--- config.mk ---
export PLATFORM = sky130hd
export DESIGN_NAME = csr_pins_in
export DESIGN_NICKNAME = d
export VERILOG_FILES = /design/src/rtl/csr_pins_in.sv
export SDC_FILE = /design/constraint.sdc
export NUM_CORES = 1
export LEC_CHECK = 0
export ABC_AREA = 1
export CAP_MARGIN = 10
export CELL_PAD_IN_SITES_DETAIL_PLACEMENT = 1
export CELL_PAD_IN_SITES_GLOBAL_PLACEMENT = 1
export CORE_ASPECT_RATIO = 0.7
export CORE_UTILIZATION = 45
export CTS_CLUSTER_SIZE = 30
export DETAILED_ROUTE_END_ITERATION = 12
export GPL_ROUTABILITY_DRIVEN = 0
export HOLD_SLACK_MARGIN = 0.1
export MAX_ROUTING_LAYER = met4
export PLACE_DENSITY = 0.91
export SYNTH_ARGS = -nofsm -noshare
export SYNTH_HDL_FRONTEND = slang
export SYNTH_SLANG_ARGS = --single-unit
--- constraint.sdc ---
create_clock -name clk -period 6.7 [get_ports clk]
set_clock_uncertainty 0.2 [all_clocks]
set_input_delay 2.01 -clock clk [delete_from_list [all_inputs] [get_ports clk]]
set_output_delay 2.01 -clock clk [all_outputs]
set_load 0.01 [all_outputs]
--- src/rtl/csr_pins_in.sv ---
// csr_pins_in
//   CSR responder for COUNT external input pins (slide switches / keys). Each pin
//   passes through a 2-FF synchroniser, optional inversion, and a tick-based
//   debouncer. Rising edges of the debounced state are captured in sticky bits.
//   A maskable, registered level interrupt is raised while any enabled edge bit
//   is pending.
//
//   CSR map, relative to BASE_ADDR:
//     +0  STATE  debounced pin state, read-only (modify ops are accepted but ignored)
//     +1  EDGE   sticky rising edges; write and clear ops both clear where wdata=1
//     +2  IEN    interrupt enable; write / set / clear ops
//
// Ports
//   clk            system clock
//   rstn           asynchronous active-low reset
//   read           CSR read strobe
//   modify         CSR modify op: 001 write, 010 set, 011 clear, others no-op
//   wdata          CSR write operand
//   addr           CSR address
//   rdata          read data, zero when this block is not addressed (OR-combined bus)
//   valid          one of the three CSRs is addressed with read or a non-zero modify
//   pins           raw asynchronous pin inputs
//   irq            |(edge & ien), registered
//   AVOID_WARNING  constant 0, also absorbs the otherwise unused operand bits
module csr_pins_in #(
   parameter logic [11:0]      BASE_ADDR    = 12'hBC3,
   parameter int               COUNT        = 18,
   parameter logic [COUNT-1:0] INVERT       = '0,
   parameter int               TICK_CYCLES  = 50_000,
   parameter int               STABLE_TICKS = 4
) (
   input  logic             clk,
   input  logic             rstn,
   input  logic             read,
   input  logic [2:0]       modify,
   input  logic [31:0]      wdata,
   input  logic [11:0]      addr,
   output logic [31:0]      rdata,
   output logic             valid,
   input  logic [COUNT-1:0] pins,
   output logic             irq,
   output logic             AVOID_WARNING
);

   localparam int              TW          = $clog2(TICK_CYCLES);
   localparam logic [TW-1:0]   TICK_LAST   = TW'(TICK_CYCLES - 1);
   localparam logic [TW-1:0]   TICK_ONE    = TW'(1);
   localparam logic [3:0]      STABLE_LAST = 4'(STABLE_TICKS - 1);
   localparam logic [11:0]     ADDR_STATE  = BASE_ADDR;
   localparam logic [11:0]     ADDR_EDGE   = BASE_ADDR + 12'd1;
   localparam logic [11:0]     ADDR_IEN    = BASE_ADDR + 12'd2;
   localparam logic [2:0]      OP_WRITE    = 3'b001;
   localparam logic [2:0]      OP_SET      = 3'b010;
   localparam logic [2:0]      OP_CLEAR    = 3'b011;

   logic [COUNT-1:0]       sync1_r, sync2_r, state_r, edge_r, ien_r;
   logic [COUNT-1:0][3:0]  cnt_r;
   logic [TW-1:0]          tick_cnt_r;
   logic                   irq_r;

   logic                   tick_s;
   logic [COUNT-1:0]       state_next_s, edge_next_s, ien_next_s, edge_clr_s, wmask_s;
   logic [COUNT-1:0][3:0]  cnt_next_s;
   logic                   hit_state_s, hit_edge_s, hit_ien_s, valid_s;
   logic [31:0]            rdata_s;

   // Debounce sample strobe, one cycle per tick period.
   assign tick_s = (tick_cnt_r == TICK_LAST);

   // Per-bit debouncer: a bit flips only after STABLE_TICKS consecutive disagreeing ticks.
   always_comb begin
      state_next_s = state_r;
      cnt_next_s   = cnt_r;
      for (int i = 0; i < COUNT; i++) begin
         if (!tick_s) begin
            cnt_next_s[i] = cnt_r[i];
         end else if (sync2_r[i] == state_r[i]) begin
            cnt_next_s[i] = 4'd0;                 // any agreeing tick restarts the count
         end else if (cnt_r[i] == STABLE_LAST) begin
            state_next_s[i] = sync2_r[i];
            cnt_next_s[i]   = 4'd0;
         end else begin
            cnt_next_s[i] = cnt_r[i] + 4'd1;
         end
      end
   end

   // CSR decode, read mux and next-state for the writable registers.
   always_comb begin
      hit_state_s = (addr == ADDR_STATE);
      hit_edge_s  = (addr == ADDR_EDGE);
      hit_ien_s   = (addr == ADDR_IEN);
      valid_s     = rstn & (read | (modify != 3'b000)) & (hit_state_s | hit_edge_s | hit_ien_s);
      wmask_s     = wdata[COUNT-1:0];

      // Write and clear both behave as W1C on EDGE; set is ignored.
      if (hit_edge_s && ((modify == OP_WRITE) || (modify == OP_CLEAR))) begin
         edge_clr_s = wmask_s;
      end else begin
         edge_clr_s = '0;
      end
      // A rising edge in the same cycle as its clear wins.
      edge_next_s = (edge_r & ~edge_clr_s) | (state_next_s & ~state_r);

      ien_next_s = ien_r;
      if (hit_ien_s) begin
         case (modify)
            OP_WRITE: ien_next_s = wmask_s;
            OP_SET:   ien_next_s = ien_r | wmask_s;
            OP_CLEAR: ien_next_s = ien_r & ~wmask_s;
            default:  ien_next_s = ien_r;
         endcase
      end else begin
         ien_next_s = ien_r;
      end

      rdata_s = 32'd0;
      if (!valid_s) begin
         rdata_s = 32'd0;
      end else if (hit_state_s) begin
         rdata_s[COUNT-1:0] = state_r;
      end else if (hit_edge_s) begin
         rdata_s[COUNT-1:0] = edge_r;
      end else begin
         rdata_s[COUNT-1:0] = ien_r;
      end
   end

   // Synchroniser, tick counter, debouncer, edge/ien registers and irq.
   always_ff @(posedge clk or negedge rstn) begin
      if (!rstn) begin
         sync1_r    <= '0;
         sync2_r    <= '0;
         state_r    <= '0;
         cnt_r      <= '0;
         tick_cnt_r <= '0;
         edge_r     <= '0;
         ien_r      <= '0;
         irq_r      <= 1'b0;
      end else begin
         sync1_r    <= pins ^ INVERT;
         sync2_r    <= sync1_r;
         state_r    <= state_next_s;
         cnt_r      <= cnt_next_s;
         tick_cnt_r <= tick_s ? '0 : tick_cnt_r + TICK_ONE;
         edge_r     <= edge_next_s;
         ien_r      <= ien_next_s;
         irq_r      <= |(edge_next_s & ien_next_s);
      end
   end

   assign rdata         = rdata_s;
   assign valid         = valid_s;
   assign irq           = irq_r;
   assign AVOID_WARNING = &{1'b0, wdata};

endmodule

==> results.py, run 1 <==
metrics = {
    "outcome": {
        "status": "complete, no violations",
    },
    "placed_design": {
        "portBuffers": 73,
        "dpl.hpwl_um": 18800,
        "placed_cell_area_mm2": 0.0102,
    },
    "floorplanning": {
        "io_pins": 103,
        "die_w_um": 174,
        "die_y_um": 122,
        "coreArea_mm2": 0.0200,
        "die_area_mm2": 0.0212,
        "initial_core_util_pct": 46.3,
        "row_count": 43,
    },
    "drt": {
        "drt_pass1_iterations": 6,
        "drt.antenna.violating_nets": 0,
        "vias_per_cell": 5.56,
        "routedWlPerCell_um": 19.1,
        "vias": 8177,
        "wl_um": 28200,
        "drt_iter0_drc": 584,
        "drcViolationCount": 0,
    },
    "layout": {
        "layout_common_cells": "nand2_1, dfrtp_1, inv_1, o21ai_0, clkdlybuf4s50_1",
        "drive_gt1_share_pct": 6.49,
        "nets": 1276,
        "antenna-diode-count": 0,
        "final-seq-area_mm2": 0.00448,
        "syn_to_final_growth_pct": 16.4,
        "multiInputGateArea_mm2": 0.00397,
        "mostFrequentLayoutCell": "nand2_1",
        "fin_area_mm2": 0.0108,
        "nFillCells": 2415,
    },
    "critical_path": {
        "crit_family": "buffers and inverters",
        "cp_cell_sequence": "clkdlybuf4s50_1 > inv_1 > nor4_1 > nand2_2 > o21ai_2 > o211ai_1 > clkinv_4 > o21ai_0 > a21oi_1 > clkdlybuf4s50_1",
        "startpoint_type": "input port",
        "reg2reg_from": "tick_cnt_r[0]",
        "startpoint": "addr[0]",
        "critical_path_class": "in -> out",
        "cpMostUsedCell": "clkdlybuf4s50_1",
        "crit_path_max_fanout": 19,
        "worst-path-buf-inv": 4,
        "slowest_delay_ns": 0.59,
        "slowest_stage": "clkdlybuf4s50_1",
        "arrival_ns": 4.37,
        "required_ns": 4.49,
        "cp-end-kind": "output pin",
    },
    "clock_tree": {
        "clk_latency_ns": 0.45,
        "htree_levels": 4,
        "cts.path.max_buffers": 2,
        "root_buffer": "clkbuf_16",
        "tritoncts": "done",
        "cts_sinks": 179,
        "clk_transition_reported_paths_ns": 0.07,
        "cts_buffers": 17,
    },
    "grt": {
        "first_global_vias": 8855,
        "grt.total_usage_pct": 29.0,
        "overflow": 0,
        "grt_pass1_wl_um": 45900,
        "grt_max_degree": 72,
        "antenna_found_initial": 0,
    },
    "run": {
        "cap_violations": 0,
    },
    "synthesis": {
        "yosysSeqAreaShare_pct": 48.3,
        "postSynthAreaPerCell_um2": 8.31,
        "ys.flop_type": "dfrtp_1",
        "synth-warning-count": 0,
        "ys_seq_elements": 179,
        "synthCells": 1116,
        "syn_area_mm2": 0.00927,
        "synth_edf_count": 0,
        "ys_types": 44,
        "async_reset_ff_share_pct": 100,
    },
    "sta": {
        "grt_setup_unrepaired": "no",
        "max_freq_ghz": 0.152,
        "fin_setup_tns_ns": 0,
        "min_period_over_period_pct": 98.2,
        "drv_slew": 0,
        "min_period_ns": 6.58,
        "max_slew_margin_pct": 35.8,
        "setup_violations": 0,
        "worstMarginPinSlew_ns": 0.953,
        "timing_hold_violations_final": 0,
    },
    "power_and_ir_drop": {
        "ir_drop_uv": 204,
        "power_density_mw_per_mm2": 208,
        "leakagePower_nw": 5.25,
    },
    "worst_hold_path": {
        "hp-class": "reg -> reg",
        "hp-start": "sync1_r[8]",
    },
}
timing repair:
item	in CTS	in global routing
setup buffers	0	0
endpoints found under the setup margin	1	1
pin swaps	0	1
hold buffers	0	0
resized for setup	1	1
logic make-up (layout without fill, tap and decap cells):
kind of cell,after synthesis,count (layout),synth area share (%)
AOI/OAI and AO/OA,183,183,11.3
DFF,179,179,48.3
adders and majority gates,19,19,2.56
xor gates and xnor gates,39,39,3.68
muxes,9,9,0.972
other,1,15,0.0405
buffers and inverters,197,268,9.42
and+or+nand+nor,489,489,23.7
sequential cells by signal, indices dropped and copies added (netlist names):
register    cells
sync2_r        18
irq             1
tick_cnt_r     16
ien_r          18
cnt_r          72
edge_r         18
state_r        18
sync1_r        18
path summary, 6_finish.rpt:
kind	cells past startpoint	slack, ns	end
min reg2reg	0	0.15	sync2_r[8]
min	0	0.15	sync2_r[8]
max in group asynchronous	3	3.40	sync2_r[7]
max	10	0.12	rdata[11]
max reg2reg	14	3.71	irq
min in group asynchronous	2	1.51	sync1_r[2]
power breakdown:
part | total [mW] | internal, mW | switching (mW)
clock | 1.04 | 0.604 | 0.439
sequential | 1.10 | 1.09 | 0.00773
combinational | 0.107 | 0.0408 | 0.0664
layer usage:
| metal | routed length (um) | share of wire, % | GRT usage [%] |
|---|---|---|---|
| met1 | 12000 | 43 | 34.7 |
| met4 | 648 | 2.3 | 11.4 |
| met2 | 14300 | 51 | 49.6 |
| met5 | 0 | 0 | - |
| met3 | 1230 | 4.4 | 4.46 |
worst reg2reg max path: cells and delay by family, from the launching register on:
kind / cells / cell delay (ns)
AND/OR/NAND/NOR: 11 / 1.57
buffers and inverters: 2 / 0.58
flip-flops: 1 / 0.38
adder cells (fa/ha/maj): 1 / 0.21
stage by stage:
stage / setup slack [ns] / utilization [%] / cells / power, mW / hold slack (ns)
finish: 0.123 / 53.9 / 1471 / 2.25 / 0.149
global route: 0.0297 / 53.9 / 1471 / 2.31 / 0.153
CTS: 0.0929 / 53.9 / 1471 / 2.25 / 0.152
detailed placement: 0.110 / 50.9 / 1440 / 1.23 / 0.136
global placement: 0.226 / 50.9 / 1440 / 1.22 / 0.133
floorplan: 1.29 / - / 1130 / 1.16 / 0.131
cells in the mapped netlist (2+ instances only):
cell,count,area share [%]
a21oi_1,51,2.8
a31oi_1,9,0.61
buf_2,13,0.70
buf_4,21,1.7
buf_6,5,0.61
clkbuf_1,5,0.20
dfrtp_1,179,48
ha_1,19,2.6
inv_1,147,6.0
inv_2,5,0.20
mux2i_1,9,0.97
nand2_1,289,12
nand2_2,7,0.47
nand3_1,60,3.2
nand3_2,2,0.22
nand3b_1,10,0.81
nand4_1,39,2.6
nor2_1,55,2.2
nor2_2,4,0.27
nor2_4,5,0.61
nor3_1,8,0.43
nor3_2,2,0.22
nor4_1,3,0.20
o21ai_0,82,4.4
o22ai_1,13,0.88
o31ai_1,12,0.97
o31ai_2,4,0.54
o41ai_1,4,0.38
or2_2,2,0.13
xnor2_1,26,2.5
xor2_1,13,1.2
layout make-up:
type	instances	area share [%]
Sequential cell	179	41.5
Multi-Input combinational cell	754	36.8
Timing Repair Buffer	84	7.69
Inverter	153	5.37
Clock buffer	22	4.30
Tap cell	270	3.13
Clock inverter	9	1.21
(Power assumes the default switching activity.)
==> run 2, diff against run 1 <==
- ABC_AREA: 1 -> unset
- GPL_TIMING_DRIVEN: unset -> 0
- PLACE_DENSITY: 0.91 -> 0.89
==> results.py, run 2 <==
metrics = {
    "sta": {
        "setup_slack_ns": 0.0596,
        "max_slew_margin_pct": 33.8,
        "worstMarginPinSlew_ns": 0.993,
        "grt_setup_unrepaired": "no",
        "max_freq_ghz": 0.151,
        "min_period_over_period_pct": 99.1,
        "drv_slew": 0,
        "min_period_ns": 6.64,
        "setup_violations": 0,
        "fin_setup_tns_ns": 0,
        "timing_hold_violations_final": 0,
    },
    "grt": {
        "overflow": 0,
        "use_met2_pct": 47.3,
        "first_global_vias": 7812,
        "use_met3_pct": 5.75,
        "grt_pass1_wl_um": 43300,
        "grt_max_degree": 108,
        "grt_use_met1_pct": 38.0,
        "grt.total_usage_pct": 29.8,
        "gr-max-usage-layer": "met2",
        "antenna_found_initial": 0,
    },
    "drt": {
        "wl_um": 27400,
        "vias": 7125,
        "drcViolationCount": 0,
        "drt.antenna.violating_nets": 0,
        "drt_iter0_drc": 625,
        "vias_per_cell": 5.86,
        "drt_pass1_iterations": 5,
        "routedWlPerCell_um": 22.6,
    },
    "power_and_ir_drop": {
        "switching_share_pct": 24.2,
        "power_density_mw_per_mm2": 210,
        "power.share.clock_pct": 45.1,
        "p_int_mw": 1.68,
        "p_switching_mw": 0.538,
        "p_seq_share_pct": 49.7,
        "p_comb_share_pct": 5.2,
        "ir_drop_uv": 175,
        "leakagePower_nw": 4.98,
    },
    "synthesis": {
        "synth_edf_count": 0,
        "ys_types": 59,
        "async_reset_ff_share_pct": 100,
        "synthCells": 854,
        "ys_seq_elements": 179,
        "postSynthAreaPerCell_um2": 10.1,
        "ys_top_cells_by_count": "nand2_1, dfrtp_1, nor2_1, o31ai_1, nand3_1",
        "ys.flop_type": "dfrtp_1",
        "yosysTopAreaCell": "dfrtp_1",
        "yosysSeqAreaShare_pct": 52.0,
        "syn_area_mm2": 0.00862,
        "synth_area_leaders": "dfrtp_1, nand2_1, o31ai_1",
        "synth_top_area_share_pct": 52.0,
        "yosysMostFrequentCell": "nand2_1",
        "synth-warning-count": 0,
    },
    "floorplanning": {
        "row_count": 41,
        "die_y_um": 118,
        "die_area_mm2": 0.0197,
        "die_w_um": 167,
        "coreArea_mm2": 0.0184,
        "initial_core_util_pct": 46.9,
        "io_pins": 103,
    },
    "layout": {
        "drive_gt1_share_pct": 14.4,
        "multiInputGateArea_mm2": 0.00405,
        "nets": 1054,
        "nFillCells": 2025,
        "final-seq-area_mm2": 0.00448,
        "largest_register": "cnt_r",
        "layout_common_cells": "nand2_1, dfrtp_1, clkdlybuf4s50_1, nor2_1, o31ai_1",
        "largest_reg_flops": 72,
        "antenna-diode-count": 0,
        "mostFrequentLayoutCell": "nand2_1",
        "syn_to_final_growth_pct": 22.8,
    },
    "clock_tree": {
        "clk_latency_ns": 0.44,
        "htree_levels": 4,
        "cts_buffers": 17,
        "cts_hold_buf": 0,
        "cts_sinks": 179,
        "cts.path.max_buffers": 2,
        "clk_transition_reported_paths_ns": 0.07,
        "tritoncts": "done",
        "root_buffer": "clkbuf_16",
    },
    "critical_path": {
        "r2r_slack_ns": 2.59,
        "cp-end-kind": "output pin",
        "arrival_ns": 4.43,
        "crit_path_max_fanout": 4,
        "required_ns": 4.49,
        "critical_path_class": "in -> out",
        "startpoint_type": "input port",
    },
    "placed_design": {
        "portBuffers": 73,
        "dpl.hpwl_um": 17800,
        "pre_cts_ws_ns": -1.24,
    },
    "outcome": {
        "status": "complete, no violations",
    },
    "worst_hold_path": {
        "hp-class": "reg -> reg",
    },
    "run": {
        "cap_violations": 0,
    },
}
## run 2: final timing paths
path	depth (start not counted)	to	from
hold reg to reg	0	sync2_r[9]	sync1_r[9]
min in group asynchronous	1	tick_cnt_r[6]	rstn
setup / recovery	9	rdata[1]	addr[8]
hold / removal	0	sync2_r[9]	sync1_r[9]
max in group asynchronous	2	sync1_r[6]	rstn
setup reg to reg	10	cnt_r[66]	tick_cnt_r[0]
## run 2: cell families after synthesis
logic type,share of synthesized area (%)
XOR/XNOR,3.05
AO/OA/AOI/OAI,12.2
buffers and inverters,3.37
adder cells (fa/ha/maj),2.76
flip-flops,52.0
AND/OR/NAND/NOR,22.1
other,0.0435
multiplexers,4.44
## run 2: metal layers
layer	vias up	wire, um
met3	50	1520
met2	246	13300
li1	3186	-
met1	3643	12000
met4	0	687
met5	-	0
## run 2: stage by stage
stage	std cells	hold slack (ns)	utilization (%)	power, mW	area, um^2
after detailed placement	1178	0.136	53.0	1.23	9730
after CTS	1214	0.152	57.5	2.21	10600
after global routing	1216	0.154	57.6	2.28	10600
final	1216	0.150	57.6	2.22	10600
after global placement	1177	0.131	52.8	1.23	9690
after floorplan	868	0.131	-	1.16	8670
## run 2: what timing repair did
item	in CTS	in global routing
buffers inserted	5	1
gates cloned	2	1
resized for setup	115	6
pin swaps	14	2
endpoints found under the setup margin	19	14
## run 2: area by class of cell
type,count,area share [%]
clock buffer,19,4.28
timing repair buffer,83,7.92
tap,236,2.79
sequential,179,42.3
buffer,43,2.93
clock inverter,13,1.19
inverter,9,0.319
multi-input combinational,634,38.2
## run 2: critical path, cell delays in order
cell and delay [ns]:
clkdlybuf4s50_1 0.47, nand4_2 0.09, or3_4 0.38, buf_6 0.13, or3_4 0.37, bufbuf_16 0.29
mux2i_1 0.14, a211oi_2 0.27, clkdlybuf4s15_2 0.27
## run 2: power groups by stage
stage | registers, mW | clock network (mW) | logic [mW]
2_1_floorplan | 1.12 | 0 | 0.0380
3_3_place_gp | 1.12 | 0 | 0.103
3_5_place_dp | 1.12 | 0 | 0.109
4_1_cts | 1.10 | 1.00 | 0.111
5_1_grt | 1.10 | 1.05 | 0.125
6_report | 1.10 | 1.00 | 0.115
==> run 3, diff against run 2 <==
- RECOVER_POWER: unset -> 50
==> results.py, run 3 (synthesis results as in run 2) <==
metrics = {
    "layout": {
        "antenna-diode-count": 0,
        "layout_common_cells": "nand2_1, dfrtp_1, nor2_1, o31ai_1, nand3_1",
        "largest_register": "cnt_r",
        "drive_gt1_share_pct": 14.3,
        "mostFrequentLayoutCell": "nand2_1",
        "nets": 1054,
        "largest_reg_flops": 72,
        "syn_to_final_growth_pct": 22.6,
        "fin_area_mm2": 0.0106,
    },
    "critical_path": {
        "critical_path_class": "in -> out",
        "cp-end-kind": "output pin",
        "r2r_slack_ns": 2.53,
        "reg2reg_depth": 10,
        "worst-path-stages": 10,
        "startpoint": "addr[8]",
        "r2r-end": "cnt_r[66]",
        "required_ns": 4.49,
        "crit_end": "rdata[13]",
        "crit_family": "buffers and inverters",
        "startpoint_type": "input port",
        "slowest_delay_ns": 0.48,
        "reg2reg_from": "tick_cnt_r[0]",
        "cp_cell_sequence": "clkdlybuf4s50_1 > nand4_2 > or3_4 > buf_6 > or3_4 > buf_12 > buf_12 > mux2i_4 > a211oi_4 > buf_2",
        "arrival_ns": 4.43,
        "crit_path_max_fanout": 6,
        "slowest_stage": "clkdlybuf4s50_1",
        "worst-path-buf-inv": 5,
    },
    "power_and_ir_drop": {
        "p_int_mw": 1.68,
        "ir_drop_uv": 175,
        "p_seq_share_pct": 49.8,
        "p_switching_mw": 0.535,
        "power_density_mw_per_mm2": 210,
        "switching_share_pct": 24.2,
        "p_comb_share_pct": 5.0,
        "finalPower_mw": 2.21,
        "power.share.clock_pct": 45.1,
        "leakagePower_nw": 4.97,
    },
    "outcome": {
        "status": "complete, but fails checks",
        "violations": "capacitance limit, slew limit",
    },
    "drt": {
        "drt_pass1_iterations": 5,
        "vias": 7092,
        "drcViolationCount": 0,
        "routedWlPerCell_um": 22.5,
        "drt.antenna.violating_nets": 0,
        "vias_per_cell": 5.83,
        "drt_iter0_drc": 641,
        "wl_um": 27400,
    },
    "floorplanning": {
        "die_y_um": 118,
        "row_count": 41,
        "die_area_mm2": 0.0197,
        "io_pins": 103,
        "initial_core_util_pct": 46.9,
        "die_w_um": 167,
        "coreArea_mm2": 0.0184,
    },
    "clock_tree": {
        "cts.path.max_buffers": 2,
        "cts_sinks": 179,
        "clk_latency_ns": 0.44,
        "root_buffer": "clkbuf_16",
        "tritoncts": "done",
        "htree_levels": 4,
        "cts_buffers": 17,
        "clk_transition_reported_paths_ns": 0.07,
    },
    "grt": {
        "overflow": 0,
        "grt_max_degree": 108,
        "grt_pass1_wl_um": 43300,
        "grt.total_usage_pct": 29.8,
        "antenna_found_initial": 0,
        "first_global_vias": 7812,
    },
    "worst_hold_path": {
        "hp-class": "reg -> reg",
    },
    "placed_design": {
        "portBuffers": 73,
        "placed_cell_area_mm2": 0.00973,
        "dpl.hpwl_um": 17800,
        "pre_cts_ws_ns": -1.24,
    },
    "sta": {
        "grt_setup_unrepaired": "no",
        "min_period_over_period_pct": 99.2,
        "worstMarginPinSlew_ns": 3.03,
        "timing_hold_violations_final": 0,
        "drv_slew": 54,
        "setup_violations": 0,
        "min_period_ns": 6.64,
        "fin_setup_tns_ns": 0,
        "setup_slack_ns": 0.0568,
        "max_freq_ghz": 0.151,
        "max_slew_margin_pct": -102,
    },
    "run": {
        "cap_violations": 1,
    },
}
run 3: changes by cell type in the layout (fill, tap and decap cells not counted):
cell             before  now
dlygate4sd3_1         0   18
and2_0                0    2
clkbuf_16            19   18
clkbuf_1             11   12
and2_1                2    0
clkdlybuf4s50_1      45   27
run 3: worst register-to-register path: cells and delay by family (launching register included):
family / cells / cell delay (ns)
buf+inv: 5 / 2.39
compound gates: 1 / 0.18
fa+ha+maj: 1 / 0.19
simple gates: 3 / 0.70
flops: 1 / 0.39
run 3: what timing repair did:
| action | 4_1_cts | 5_1_grt |
|---|---|---|
| gates cloned | 2 | 1 |
| setup endpoints to repair | 19 | 14 |
| buffers inserted | 5 | 1 |
| hold buffers | 0 | 0 |
| pin swaps | 14 | 2 |
| gates resized for setup | 115 | 6 |
run 3: worst min path at each step:
stage / start / to / slack, ns / cells past startpoint
6_report: sync1_r[9] / sync2_r[9] / 0.15 / 0
5_1_grt: sync1_r[8] / sync2_r[8] / 0.15 / 0
4_1_cts: sync1_r[9] / sync2_r[9] / 0.15 / 0
3_5_place_dp: sync1_r[9] / sync2_r[9] / 0.14 / 0
3_3_place_gp: sync1_r[16] / sync2_r[16] / 0.13 / 0
2_1_floorplan: sync1_r[0] / sync2_r[0] / 0.13 / 0
run 3: layer usage:
metal,share of wire (%),vias to the layer above,global-route usage [%]
met5,0,-,-
met4,2.7,0,11.5
met3,5.5,55,5.75
met2,48,226,47.3
met1,43,3630,38.0
li1,-,3181,-
run 3: stage by stage:
step	util [%]	hold slack, ns	std cells
2_1_floorplan	-	0.131	868
3_3_place_gp	52.8	0.131	1177
4_1_cts	57.5	0.152	1214
5_1_grt	57.5	0.154	1216
6_report	57.5	0.150	1216
3_5_place_dp	53.0	0.136	1178
run 3: power groups by stage:
| stage | combinational (mW) | sequential, mW | clock (mW) |
|---|---|---|---|
| finish | 0.112 | 1.10 | 0.999 |
| global route | 0.122 | 1.10 | 1.05 |
| CTS | 0.111 | 1.10 | 1.00 |
| detailed placement | 0.109 | 1.12 | 0 |
| global placement | 0.103 | 1.12 | 0 |
| floorplan | 0.0380 | 1.12 | 0 |
run 3: cell type report:
class,instances,area [um^2]
Clock buffer,19,453
Clock inverter,13,126
Tap cell,236,295
Buffer,43,310
Timing Repair Buffer,83,817
Multi-Input combinational cell,634,4050
Sequential cell,179,4480
Inverter,9,33.8
Fill cell,2028,7800
